`src/rtl/sm_pkg.sv`:
```
// Op codes and small helpers shared by the sign-magnitude accumulator datapath.
package sm_pkg;

  localparam logic [1:0] OP_ADD  = 2'b00;
  localparam logic [1:0] OP_SUB  = 2'b01;
  localparam logic [1:0] OP_ACC  = 2'b10;
  localparam logic [1:0] OP_LOAD = 2'b11;

  // A zero magnitude always carries a positive sign.
  function automatic logic canon_sign(input logic sign, input logic mag_nz);
    return sign & mag_nz;
  endfunction

  function automatic int unsigned mag_max(input int unsigned mag_w);
    return (32'd1 << mag_w) - 32'd1;
  endfunction

endpackage

```
`src/rtl/sm_add_core.sv`:
```
// Combinational sign-magnitude adder: x + y with overflow flag, saturating or wrapping.
module sm_add_core
  import sm_pkg::*;
#(
  parameter int MAG_W    = 20,
  parameter bit SATURATE = 1'b1
) (
  input  logic [MAG_W:0] x_i,
  input  logic [MAG_W:0] y_i,
  output logic [MAG_W:0] sum_o,
  output logic           ovf_o
);

  localparam logic [MAG_W-1:0] MAX = MAG_W'(mag_max(MAG_W));

  logic [MAG_W-1:0] xm;
  logic [MAG_W-1:0] ym;
  logic [MAG_W-1:0] mag;
  logic [MAG_W:0]   wide;
  logic             sign;
  logic             ovf;

  assign xm   = x_i[MAG_W-1:0];
  assign ym   = y_i[MAG_W-1:0];
  assign wide = {1'b0, xm} + {1'b0, ym};

  always_comb begin
    sign = 1'b0;
    mag  = '0;
    ovf  = 1'b0;
    if (x_i[MAG_W] == y_i[MAG_W]) begin
      sign = x_i[MAG_W];
      ovf  = wide[MAG_W];
      mag  = (ovf && SATURATE) ? MAX : wide[MAG_W-1:0];
    end else if (xm >= ym) begin
      sign = x_i[MAG_W];
      mag  = xm - ym;
    end else begin
      sign = y_i[MAG_W];
      mag  = ym - xm;
    end
  end

  // Canonicalising here also covers equal-magnitude cancellation and wrap to zero.
  assign sum_o = {canon_sign(sign, |mag), mag};
  assign ovf_o = ovf;

endmodule

```
`src/rtl/sm_pipe_accumulator.sv`:
```
// Two-stage sign-magnitude add/sub/accumulate pipeline with valid/ready backpressure,
// saturation and a sticky overflow flag; stage 1 canonicalises, stage 2 computes and updates acc.
module sm_pipe_accumulator
  import sm_pkg::*;
#(
  parameter int MAG_W    = 20,
  parameter bit SATURATE = 1'b1
) (
  input  logic           clk,
  input  logic           rst,
  input  logic           in_valid,
  output logic           in_ready,
  input  logic [MAG_W:0] in_a,
  input  logic [MAG_W:0] in_b,
  input  logic [1:0]     in_op,
  output logic           out_valid,
  input  logic           out_ready,
  output logic [MAG_W:0] out_sum,
  output logic           out_sat,
  output logic           sat_sticky,
  input  logic           sat_clr
);

  localparam int W = MAG_W + 1;

  logic         s1_valid_q, s1_valid_d;
  logic [W-1:0] s1_a_q, s1_a_d;
  logic [W-1:0] s1_b_q, s1_b_d;
  logic [1:0]   s1_op_q, s1_op_d;
  logic         out_valid_q, out_valid_d;
  logic [W-1:0] out_sum_q, out_sum_d;
  logic         out_sat_q, out_sat_d;
  logic [W-1:0] acc_q, acc_d;
  logic         sticky_q, sticky_d;

  logic         adv1, adv2, in_fire, s2_load;
  logic         b_sign, s1_is_acc, s1_is_load, ovf, core_ovf;
  logic [W-1:0] core_x, core_y, core_sum, result;

  assign adv2     = !out_valid_q || out_ready;
  assign adv1     = !s1_valid_q || adv2;
  assign in_ready = adv1 && !rst;
  assign in_fire  = in_valid && in_ready;
  assign s2_load  = adv2 && s1_valid_q;

  assign b_sign = in_b[MAG_W] ^ (in_op == OP_SUB);

  always_comb begin
    s1_valid_d = s1_valid_q;
    s1_a_d     = s1_a_q;
    s1_b_d     = s1_b_q;
    s1_op_d    = s1_op_q;
    if (adv1) s1_valid_d = in_fire;
    if (in_fire) begin
      s1_a_d  = {canon_sign(in_a[MAG_W], |in_a[MAG_W-1:0]), in_a[MAG_W-1:0]};
      s1_b_d  = {canon_sign(b_sign, |in_b[MAG_W-1:0]), in_b[MAG_W-1:0]};
      s1_op_d = in_op;
    end
  end

  assign s1_is_acc  = (s1_op_q == OP_ACC);
  assign s1_is_load = (s1_op_q == OP_LOAD);
  assign core_x     = s1_is_acc ? acc_q  : s1_a_q;
  assign core_y     = s1_is_acc ? s1_a_q : s1_b_q;

  sm_add_core #(
    .MAG_W    (MAG_W),
    .SATURATE (SATURATE)
  ) u_core (
    .x_i   (core_x),
    .y_i   (core_y),
    .sum_o (core_sum),
    .ovf_o (core_ovf)
  );

  assign result = s1_is_load ? s1_a_q : core_sum;
  assign ovf    = !s1_is_load && core_ovf;

  // acc is written alongside out_sum, so a following ACC already sees the new value.
  always_comb begin
    out_valid_d = out_valid_q;
    out_sum_d   = out_sum_q;
    out_sat_d   = out_sat_q;
    acc_d       = acc_q;
    sticky_d    = sticky_q;
    if (adv2) out_valid_d = s1_valid_q;
    if (s2_load) begin
      out_sum_d = result;
      out_sat_d = ovf;
      if (s1_is_acc || s1_is_load) acc_d = result;
    end
    if (s2_load && ovf) sticky_d = 1'b1;
    else if (sat_clr)   sticky_d = 1'b0;
  end

  always_ff @(posedge clk) begin
    if (rst) begin
      s1_valid_q  <= 1'b0;
      s1_a_q      <= '0;
      s1_b_q      <= '0;
      s1_op_q     <= OP_ADD;
      out_valid_q <= 1'b0;
      out_sum_q   <= '0;
      out_sat_q   <= 1'b0;
      acc_q       <= '0;
      sticky_q    <= 1'b0;
    end else begin
      s1_valid_q  <= s1_valid_d;
      s1_a_q      <= s1_a_d;
      s1_b_q      <= s1_b_d;
      s1_op_q     <= s1_op_d;
      out_valid_q <= out_valid_d;
      out_sum_q   <= out_sum_d;
      out_sat_q   <= out_sat_d;
      acc_q       <= acc_d;
      sticky_q    <= sticky_d;
    end
  end

  assign out_valid  = out_valid_q;
  assign out_sum    = out_sum_q;
  assign out_sat    = out_sat_q;
  assign sat_sticky = sticky_q;

endmodule

```
`config.mk`:
```
export PLATFORM = sky130hd
export DESIGN_NAME = sm_pipe_accumulator
export DESIGN_NICKNAME = d
export VERILOG_FILES = /design/src/rtl/sm_pkg.sv /design/src/rtl/sm_add_core.sv /design/src/rtl/sm_pipe_accumulator.sv
export SDC_FILE = /design/constraint.sdc
export NUM_CORES = 1
export LEC_CHECK = 0
export ABC_AREA = 1
export CORE_ASPECT_RATIO = 0.9
export CORE_MARGIN = 5
export CORE_UTILIZATION = 40
export CTS_CLUSTER_SIZE = 40
export DETAILED_ROUTE_END_ITERATION = 16
export SLEW_MARGIN = 20
export SYNTH_ARGS = -nofsm -noshare
export SYNTH_HDL_FRONTEND = slang
export SYNTH_SLANG_ARGS = --single-unit
```
`constraint.sdc`:
```
create_clock -name clk -period 4.42 [get_ports clk]
set_input_delay 0.884 -clock clk [delete_from_list [all_inputs] [get_ports clk]]
set_output_delay 0.884 -clock clk [all_outputs]
set_load 0.01 [all_outputs]
```
==> flow_summary.yaml <==
global_route:
  grt_util_all_layers_pct: 24.4
  overflow: 0
  grt_pass1_vias: 8215
  grt_first_pass_wirelength_um: 45600
  grt_max_degree: 89
  antenna_found_initial: 0
floorplan:
  initial_utilization_pct: 40.7
  die_w_um: 160
  io_pins: 74
  row_count: 49
  dieArea_mm2: 0.0233
  fp.coreArea_mm2: 0.0200
  die_h_um: 145
place:
  place_hpwl_um: 24000
  place_congestion: 0.944
  numPortBuffers: 73
logic_synthesis:
  synth_cell_types: 43
  synth_top_flop_cell: "dfxtp_1"
  synth_edf_count: 0
  synth_largest_area_cell: "dfxtp_1"
  async_flop_share_pct: 0
  ys_top_cells_by_area: "dfxtp_1, nand2_1, ha_1"
  synth_nets: 1476
  syn_area_mm2: 0.00813
  ys_seq_elements: 90
  syn_avg_cell_area_um2: 5.95
  ys_warn_count: 0
  seq_area_frac_synth_pct: 22.2
  synth_top_area_share_pct: 22.2
  synthCells: 1366
sta:
  finalSetupTns_ns: 0
  rsz0062_at_grt: "false"
  worstMarginPinSlew_ns: 0.898
  finalClockSkew_ns: 0.0133
  hold_slack_ns: 0.468
  hold_viol: 0
  maxSlewViolCount: 0
  setup_viol_count_final: 0
  maxSlewHeadroom_pct: 40.1
  fin_crit_sh_pct: 92.9
  max_freq_ghz: 0.244
  period_minus_slack_ns: 4.10
clocking:
  clkSinkCount: 90
  postCtsHoldBufs: 0
  cts.clk_slew.worst_paths_ns: 0.08
  numCtsBuffers: 9
  clk_latency_ns: 0.35
  h-tree-depth: 3
  cts_tree: "yes"
  clockRootBuffer: "clkbuf_16"
  clock_path_buffers: 2
job:
  cap_viol_max_count: 0
power_and_ir_drop:
  vdd_drop_max_v: 0.000170
  power_density_mw_per_mm2: 361
  p_leak_nw: 4.49
routing:
  via_per_inst: 5.24
  first_pass_iters: 6
  drtIter0Drc: 835
  wirelength_um: 29300
  wl_per_cell_um: 17.5
  ant_nets: 0
  vias: 8776
  drc: 0
setup_path:
  rr_endpoint: "out_sum[20]$_SDFFE_PP0P_"
  ff2ff_path_depth: 19
  endpoint: "out_sum[20]$_SDFFE_PP0P_"
  startpoint: "s1_op_q[1]$_SDFFE_PP0P_"
  r2r_start: "s1_op_q[1]$_SDFFE_PP0P_"
  crit_arrival_ns: 4.35
  worstPathCellList: "nand2_4, buf_12, o21ai_0, ha_1, buf_4, nor2_1, nand2_1, nor2_1, nand4_1, nand4_1, nand3_1, nand3_1, nand2_1, nor2_1, nand3_1, nand2_1, nand3_1, nand2_1, inv_1"
  setup.worst_path.start_class: "flop"
  path_class: "reg2reg"
  rrSetupSlack_ns: 0.32
  path_max_fanout: 36
  cpMaxStageDelayCell: "o21ai_0"
  worst_setup_path_end_kind: "flop"
  required_ns: 4.67
  cp_slowest_stage_delay_ns: 0.45
final_layout:
  layout-area-overhead-vs-synth_pct: 15.5
  fin_nets: 1524
  post_route_cells_drive_above_1_share_pct: 6.13
  diodes: 0
status:
  status: "completed"
hold_path:
  hp-class: "reg2reg"
  hold_depth: 2
worst min path at each step:
stage,start,end,slack [ns]
2_1_floorplan,s1_b_q[0]$_SDFFE_PP0P_,s1_b_q[0]$_SDFFE_PP0P_,0.46
3_3_place_gp,sat_sticky$_SDFFE_PP0P_,sat_sticky$_SDFFE_PP0P_,0.46
3_5_place_dp,sat_sticky$_SDFFE_PP0P_,sat_sticky$_SDFFE_PP0P_,0.46
4_1_cts,sat_sticky$_SDFFE_PP0P_,sat_sticky$_SDFFE_PP0P_,0.47
5_1_grt,out_sat$_SDFFE_PP0P_,out_sat$_SDFFE_PP0P_,0.50
6_report,sat_sticky$_SDFFE_PP0P_,sat_sticky$_SDFFE_PP0P_,0.47
registers in the layout (all words and copies together), names as in the netlist:
signal      count
acc_q          21
out_sum        21
s1_a_q         21
s1_b_q         21
s1_op_q         2
out_sat         1
out_valid       1
s1_valid_q      1
sat_sticky      1
placed cells by master (no fill, tap or decap), drive strengths merged, types with 4 or more instances in the layout:
cell / n
nor4: 11
nor3: 10
o21ai: 148
ha: 60
nand4: 5
o21bai: 11
clkdlybuf4s50: 72
a21oi: 87
a21o: 4
o211ai: 6
nand2: 405
o31ai: 23
nor2: 109
nand3: 95
inv: 212
xor2: 17
dfxtp: 90
clkbuf: 9
buf: 22
logic make-up after synthesis:
family | count (synthesis) | share of synthesized area [%]
fa+ha+maj | 61 | 9.48
buf+inv | 267 | 13.2
xor+xnor | 20 | 2.25
flops | 90 | 22.2
compound gates | 286 | 19.5
simple gates | 642 | 33.5
per-layer routing:
layer,GRT usage [%],wire (µm),part of all wire [%]
met1,33.9,13600,46
met2,39.6,13300,46
met3,5.16,1860,6.4
met4,4.73,517,1.8
met5,0,0,0
area by class of cell:
type,count,area [µm²]
fillers,2173,10600
repair buffers,94,896
clock inverters,7,71.3
well taps,255,319
flip-flops and latches,90,1800
multi-input cells,1009,5280
inverters,210,792
clock buffers,9,225
Yosys cell counts (2+ instances only):
| cell type | instances |
|---|---|
| o31ai_1 | 23 |
| nand4_1 | 5 |
| ha_1 | 60 |
| a21o_1 | 4 |
| inv_2 | 15 |
| nor3_1 | 10 |
| o21ai_1 | 12 |
| nor4_1 | 11 |
| o21ai_0 | 136 |
| nor2_1 | 96 |
| or2_1 | 2 |
| clkbuf_1 | 33 |
| nand2_2 | 7 |
| o21bai_1 | 11 |
| a21oi_1 | 83 |
| xor2_1 | 17 |
| nor2_4 | 7 |
| buf_4 | 7 |
| nand2_1 | 397 |
| dfxtp_1 | 90 |
| o211ai_1 | 6 |
| o21a_1 | 3 |
| nand3_2 | 2 |
| buf_1 | 3 |
| inv_1 | 195 |
| nor2_2 | 6 |
| a21oi_2 | 3 |
| xnor2_1 | 2 |
| nand3_1 | 92 |
| buf_2 | 10 |
| buf_6 | 4 |
| nand3b_1 | 3 |
critical path, delay by kind of cell (launching register included):
family	cells	cell delay, ns
buffers and inverters	3	0.45
adder cells (fa/ha/maj)	1	0.35
AO/OA/AOI/OAI	1	0.45
flip-flops	1	0.44
AND/OR/NAND/NOR	14	2.26
metrics by stage:
step,std cells,total power [W],instance area [µm²],setup slack (ns),util [%]
2_1_floorplan,1366,0.00206,8130,0.932,-
3_3_place_gp,1658,0.00261,9070,0.174,45.4
3_5_place_dp,1658,0.00260,9070,0.171,45.4
4_1_cts,1674,0.00337,9360,0.162,46.8
5_1_grt,1674,0.00362,9390,0.0157,47.0
6_report,1674,0.00339,9390,0.316,47.0
power by group:
group          switching, W  internal (W)  total (W)  leakage, nW
logic               0.00117      0.000550    0.00171         3.61
clock network      0.000374      0.000398   0.000772        0.139
registers         0.0000342      0.000866   0.000900        0.740
what timing repair did:
| action | 4_1_cts | 5_1_grt |
|---|---|---|
| setup endpoints to repair | 0 | 14 |
| hold endpoints to repair | 0 | 0 |
| gates resized for setup | 0 | 9 |
| buffers inserted | 0 | 0 |
No activity file was read; power rests on OpenSTA's default activity.
